[config.mk]
export PLATFORM = sky130hd
export DESIGN_NAME = mainfsm_flat
export DESIGN_NICKNAME = d
export VERILOG_FILES = /design/src/rtl/mainfsm_pkg.sv /design/src/rtl/mainfsm_if.sv /design/src/rtl/mainfsm.sv /design/src/flat_wrapper.sv
export SDC_FILE = /design/constraint.sdc
export NUM_CORES = 1
export LEC_CHECK = 0
export CORE_MARGIN = 2
export CORE_UTILIZATION = 30
export CTS_CLUSTER_DIAMETER = 200
export DETAILED_ROUTE_END_ITERATION = 16
export SLEW_MARGIN = 20
export SYNTH_ARGS = -nofsm -noshare
export SYNTH_HDL_FRONTEND = slang
export SYNTH_SLANG_ARGS = --single-unit
[constraint.sdc]
create_clock -name clk -period 1.7 [get_ports clk]
set_clock_uncertainty 0.05 [all_clocks]
set_input_delay 0.425 -clock clk [delete_from_list [all_inputs] [get_ports clk]]
set_output_delay 0.425 -clock clk [all_outputs]
set_load 0.01 [all_outputs]
[src/rtl/mainfsm_pkg.sv]
// mainfsm_pkg
// Shared processor package for the multicycle controller.
// Holds the main FSM state codes, the Op field codes, the ALUSrcB and
// ResultSrc select constants, the bundled control-word type and a helper
// that turns a state into its Moore output word.
package mainfsm_pkg;

    // State codes; 11..15 are unused and treated as illegal.
    typedef enum logic [3:0] {
        FETCH    = 4'd0,
        DECODE   = 4'd1,
        MEMADR   = 4'd2,
        MEMRD    = 4'd3,
        MEMWB    = 4'd4,
        MEMWR    = 4'd5,
        EXECUTER = 4'd6,
        EXECUTEI = 4'd7,
        ALUWB    = 4'd8,
        BRANCH   = 4'd9,
        UNKNOWN  = 4'd10
    } statetype;

    // Instruction Op field codes (Op=11 is undefined).
    localparam logic [1:0] OP_DP  = 2'b00;
    localparam logic [1:0] OP_MEM = 2'b01;
    localparam logic [1:0] OP_BR  = 2'b10;

    // ALU B-input selects.
    localparam logic [1:0] SRCB_WD   = 2'b00;
    localparam logic [1:0] SRCB_IMM  = 2'b01;
    localparam logic [1:0] SRCB_FOUR = 2'b10;

    // Result bus selects.
    localparam logic [1:0] RES_ALUOUT    = 2'b00;
    localparam logic [1:0] RES_DATA      = 2'b01;
    localparam logic [1:0] RES_ALURESULT = 2'b10;

    // Every control output of the FSM, kept together so it can be
    // registered as one word.
    typedef struct packed {
        logic       irwrite;
        logic       adrsrc;
        logic       alusrca;
        logic [1:0] alusrcb;
        logic [1:0] resultsrc;
        logic       nextpc;
        logic       branch;
        logic       regw;
        logic       memw;
        logic       aluop;
    } ctrl_t;

    // Output decode: everything starts at 0 and each state raises only
    // the controls it needs, so illegal codes fall through to all-zero.
    function automatic ctrl_t decodectrl(statetype s);
        ctrl_t c;
        c           = '0;
        c.alusrcb   = SRCB_WD;
        c.resultsrc = RES_ALUOUT;
        case (s)
            FETCH: begin
                c.irwrite   = 1'b1;
                c.nextpc    = 1'b1;
                c.alusrca   = 1'b1;
                c.alusrcb   = SRCB_FOUR;
                c.resultsrc = RES_ALURESULT;
            end
            DECODE: begin
                c.alusrca   = 1'b1;
                c.alusrcb   = SRCB_FOUR;
                c.resultsrc = RES_ALURESULT;
            end
            EXECUTER: begin
                c.aluop = 1'b1;
            end
            EXECUTEI: begin
                c.alusrcb = SRCB_IMM;
                c.aluop   = 1'b1;
            end
            ALUWB: begin
                c.regw = 1'b1;
            end
            MEMADR: begin
                c.alusrcb = SRCB_IMM;
            end
            MEMRD: begin
                c.adrsrc = 1'b1;
            end
            MEMWB: begin
                c.regw      = 1'b1;
                c.resultsrc = RES_DATA;
            end
            MEMWR: begin
                c.adrsrc = 1'b1;
                c.memw   = 1'b1;
            end
            BRANCH: begin
                c.branch    = 1'b1;
                c.alusrcb   = SRCB_IMM;
                c.resultsrc = RES_ALURESULT;
            end
            default: begin
            end
        endcase
        return c;
    endfunction

endpackage

[src/rtl/mainfsm_if.sv]
// mainfsm_if
// Bundle between the instruction decoder side and the main FSM.
//   Op, Funct   : instruction fields, driven by the master (datapath)
//   IRWrite .. ALUOp : control outputs, driven by the slave (mainfsm)
//   state_o     : current state code, for debug
interface mainfsm_if;
    import mainfsm_pkg::*;

    logic [1:0] Op;
    logic [5:0] Funct;
    logic       IRWrite;
    logic       AdrSrc;
    logic       ALUSrcA;
    logic [1:0] ALUSrcB;
    logic [1:0] ResultSrc;
    logic       NextPC;
    logic       Branch;
    logic       RegW;
    logic       MemW;
    logic       ALUOp;
    logic [3:0] state_o;

    modport master (
        output Op, Funct,
        input  IRWrite, AdrSrc, ALUSrcA, ALUSrcB, ResultSrc,
        input  NextPC, Branch, RegW, MemW, ALUOp, state_o
    );

    modport slave (
        input  Op, Funct,
        output IRWrite, AdrSrc, ALUSrcA, ALUSrcB, ResultSrc,
        output NextPC, Branch, RegW, MemW, ALUOp, state_o
    );

endinterface

[src/rtl/mainfsm.sv]
// mainfsm
// Main control FSM of the multicycle processor (Moore machine).
// Ports:
//   clk   : rising-edge clock
//   reset : synchronous, active-high reset; forces FETCH
//   bus   : mainfsm_if.slave -- Op/Funct in, control word and state_o out
// Latency FETCH to FETCH: load 5, store 4, data-processing 4,
// branch 3, undefined 3.
module mainfsm
    import mainfsm_pkg::*;
(
    input  logic       clk,
    input  logic       reset,
    mainfsm_if.slave   bus
);

    statetype state;
    statetype nextstate;
    ctrl_t    ctrl;

    // Next-state logic. Op and Funct are only looked at in DECODE and
    // MEMADR, so their values in any other state cannot steer the machine.
    // Illegal codes land in default and go back to FETCH.
    always_comb begin
        nextstate = FETCH;
        case (state)
            FETCH:  nextstate = DECODE;
            DECODE: begin
                case (bus.Op)
                    OP_DP:   nextstate = bus.Funct[5] ? EXECUTEI : EXECUTER;
                    OP_MEM:  nextstate = MEMADR;
                    OP_BR:   nextstate = BRANCH;
                    default: nextstate = UNKNOWN;
                endcase
            end
            MEMADR:   nextstate = bus.Funct[0] ? MEMRD : MEMWR;
            MEMRD:    nextstate = MEMWB;
            EXECUTER: nextstate = ALUWB;
            EXECUTEI: nextstate = ALUWB;
            default:  nextstate = FETCH;
        endcase
    end

    // State and output registers. The output word is decoded from the
    // state being entered, so it always matches the state register and
    // has no path from Op/Funct in the same cycle. Reset wins over any
    // transition, which drops a pending RegW/MemW of the current
    // instruction.
    always_ff @(posedge clk) begin
        if (reset) begin
            state <= FETCH;
            ctrl  <= decodectrl(FETCH);
        end else begin
            state <= nextstate;
            ctrl  <= decodectrl(nextstate);
        end
    end

    assign bus.IRWrite   = ctrl.irwrite;
    assign bus.AdrSrc    = ctrl.adrsrc;
    assign bus.ALUSrcA   = ctrl.alusrca;
    assign bus.ALUSrcB   = ctrl.alusrcb;
    assign bus.ResultSrc = ctrl.resultsrc;
    assign bus.NextPC    = ctrl.nextpc;
    assign bus.Branch    = ctrl.branch;
    assign bus.RegW      = ctrl.regw;
    assign bus.MemW      = ctrl.memw;
    assign bus.ALUOp     = ctrl.aluop;
    assign bus.state_o   = state;

endmodule

[src/flat_wrapper.sv]
// flat-port wrapper written by rule: the top's interface ports become plain ports
module mainfsm_flat import mainfsm_pkg::*;
  (clk, reset, bus_Op, bus_Funct, bus_IRWrite, bus_AdrSrc, bus_ALUSrcA, bus_ALUSrcB, bus_ResultSrc, bus_NextPC, bus_Branch, bus_RegW, bus_MemW, bus_ALUOp, bus_state_o);
  mainfsm_if bus_i ();
  input  logic clk;
  input  logic reset;
  input wire logic [$bits(bus_i.Op)-1:0] bus_Op;
  input wire logic [$bits(bus_i.Funct)-1:0] bus_Funct;
  output wire logic [$bits(bus_i.IRWrite)-1:0] bus_IRWrite;
  output wire logic [$bits(bus_i.AdrSrc)-1:0] bus_AdrSrc;
  output wire logic [$bits(bus_i.ALUSrcA)-1:0] bus_ALUSrcA;
  output wire logic [$bits(bus_i.ALUSrcB)-1:0] bus_ALUSrcB;
  output wire logic [$bits(bus_i.ResultSrc)-1:0] bus_ResultSrc;
  output wire logic [$bits(bus_i.NextPC)-1:0] bus_NextPC;
  output wire logic [$bits(bus_i.Branch)-1:0] bus_Branch;
  output wire logic [$bits(bus_i.RegW)-1:0] bus_RegW;
  output wire logic [$bits(bus_i.MemW)-1:0] bus_MemW;
  output wire logic [$bits(bus_i.ALUOp)-1:0] bus_ALUOp;
  output wire logic [$bits(bus_i.state_o)-1:0] bus_state_o;
  assign bus_i.Op = bus_Op;
  assign bus_i.Funct = bus_Funct;
  assign bus_IRWrite = bus_i.IRWrite;
  assign bus_AdrSrc = bus_i.AdrSrc;
  assign bus_ALUSrcA = bus_i.ALUSrcA;
  assign bus_ALUSrcB = bus_i.ALUSrcB;
  assign bus_ResultSrc = bus_i.ResultSrc;
  assign bus_NextPC = bus_i.NextPC;
  assign bus_Branch = bus_i.Branch;
  assign bus_RegW = bus_i.RegW;
  assign bus_MemW = bus_i.MemW;
  assign bus_ALUOp = bus_i.ALUOp;
  assign bus_state_o = bus_i.state_o;
  mainfsm u_core (.clk(clk), .reset(reset), .bus(bus_i));
endmodule
==> out/results.ini <==
[floorplanning]
start_util = 0.317
io-pin-count = 26
dieArea_um2 = 2450
rows = 16
dieWidth_um = 49.5
core_um2 = 1960
fp.dieH_um = 49.5

[yosys]
synth-simple-area-share = 0.237
netlist_instances = 60
synth_seq_cells = 15
syn-cell-area_um2 = 622
synth_edf_count = 0
yosysUniqueCellTypes = 29
synth_compound_area_frac = 0.205
muxShareOfSynthArea = 0
syn-num-nets = 70
yosys_warnings = 0
synth_flop_cell = dfxtp_1
yosysSeqAreaShare = 0.483
synth_top_family_by_area = simple AND/OR/NAND/NOR gates
syn_area_per_cell_um2 = 10.4
synthXorXnorAreaFrac = 0
async_flop_share = 0
synthAdderAreaFrac = 0

[run_status]
status = finished, final reports clean

[drt]
post_drt_wl_per_cell_um = 10.8
antenna_left = 0
drc = 0
vias_per_cell = 4.62
num_vias = 540
drt_iter0_drc = 9
first_pass_iters = 4
wl_um = 1270

[critical_path]
cpPeakStageDelay_ps = 530
startpoint_type = register
path_delay_family = buffers and inverters
required_ps = 1220
cpMaxStageDelayCell = clkdlybuf4s50_1
path_buf_inv = 1
cp.depth = 1
end_kind = output port
reg2reg_depth = 5
worst_ep_arrival_time_ps = 1140
path_class = register to output port
crit_chain = clkdlybuf4s50_1
worstPathMaxFanout = 2

[global_route]
grt_pass1_wl_um = 2310
antenna_found_initial = 0
track_usage = 0.118
grt_max_degree = 11
grt_pass1_vias = 542
grt_overflow = 0

[final_layout]
layout_common_cells = 18 x clkdlybuf4s50_1, 13 x dfxtp_1, 9 x buf_4
layout_commonest_cell = clkdlybuf4s50_1
post-route-util = 0.478
fin_nets = 101
num_antenna_cells = 0
syn_to_final_growth_pct = 50.7
drive_above_1_share = 0.222

[power]
internal_power_mw = 0.596
pwr-share-clk = 0.238
combPwrFrac = 0.280
peakVddDrop_mv = 0.393
p_seq_frac = 0.482
power.leakage_nw = 0.421
p_sw_mw = 0.217
powerDensity_nw_per_um2 = 868
switching_share = 0.267

[timing]
hold_viol_final = 0
max-slew-margin-rel = 0.751
setup_tns_ps = 0
timing.final.crit_share = 0.952
fmax_ghz = 0.618
rsz0062_at_grt = false
worstMarginPinSlew_ps = 372
finalCriticalPeriod_ps = 1620
final-setup-viol-count = 0
slew_violations = 0

[worst_hold_path]
hold_path_depth = 1
worst_hold_path_type = register to register

[clock_tree]
cts-root-buf = clkbuf_4
cts.clk_slew.worst_paths_ps = 80
htreeDepth = 1
cts_tree = done
numCtsBuffers = 3
clk_latency_ps = 270
clock_sinks = 15
clk_path_buf_depth = 2

[place]
port_buffers = 21
gp_congestion = 0.715
dp_hpwl_um = 944

[job]
maxCapViolations = 0

## power groups by stage
stage                     logic (mW)  registers, mW  clock network [mW]
final                          0.228          0.392               0.193
after global routing           0.248          0.397               0.224
after CTS                      0.232          0.394               0.204
after detailed placement       0.230          0.401                   0
after global placement         0.229          0.401                   0
after floorplan                0.105          0.415                   0
## through the flow
stage | area (um^2) | total power, mW | setup slack (ps) | hold slack [ps] | cells
after floorplan | 622 | 0.520 | 341 | 441 | 60
final | 937 | 0.813 | 82.1 | 455 | 117
after global placement | 898 | 0.630 | -173 | 493 | 113
after detailed placement | 898 | 0.631 | -178 | 496 | 113
after CTS | 927 | 0.830 | 7.80 | 460 | 117
after global routing | 937 | 0.869 | 25.3 | 484 | 117
## area by class of cell
cell class | instances | area [um^2]
Clock buffer | 4 | 26.3
Inverter | 3 | 11.3
Timing Repair Buffer | 30 | 285
Fill cell | 204 | 1020
Tap cell | 27 | 33.8
Multi-Input combinational cell | 38 | 275
Sequential cell | 15 | 305
## state kept, by name, summed over array words and instances (netlist names)
| signal | cells |
|---|---|
| u_core.bus.ALUSrcA | 1 |
| u_core.bus.state_o | 4 |
| u_core.bus.ALUSrcB | 2 |
| u_core.bus.RegW | 1 |
| u_core.bus.ResultSrc | 2 |
| u_core.bus.IRWrite | 1 |
| u_core.bus.Branch | 1 |
| u_core.bus.ALUOp | 1 |
| u_core.bus.MemW | 1 |
| u_core.bus.AdrSrc | 1 |
## cell usage after synthesis (2+ instances only)
cell type	number	share of area
dfxtp_1	15	0.48
nor2_1	8	0.048
inv_1	3	0.018
nand2_1	3	0.018
a211o_1	2	0.028
buf_6	2	0.036
nand2b_1	2	0.020
nor3_1	2	0.016
o21ai_0	2	0.016
o31ai_1	2	0.024
## cell families after synthesis
| kind of cell | after synthesis |
|---|---|
| and+or+nand+nor | 23 |
| AOI/OAI and AO/OA | 15 |
| buffers and inverters | 7 |
| DFF | 15 |
## repair_timing
action                     in CTS  in global routing
resized for setup               2                  4
hold buffers                    0                  0
cloned                          0                  0
setup endpoints to repair       2                  3
buffers inserted                0                  0
## path summary, 6_finish.rpt
check	from	end	slack, ps
min reg2reg	u_core.bus.state_o[3]	u_core.bus.IRWrite	460
max reg2reg	u_core.bus.state_o[1]	u_core.bus.ALUSrcB[0]	310
max	u_core.bus.state_o[1]	bus_state_o[1]	80
min	u_core.bus.state_o[3]	u_core.bus.IRWrite	460
## metal layers
layer | GRT usage | wire [um]
met5 | 0 | 0
met1 | 0.141 | 545
met4 | 0.0509 | 0
met2 | 0.200 | 650
met3 | 0.0303 | 73
No activity file was read; power rests on OpenSTA's default activity.
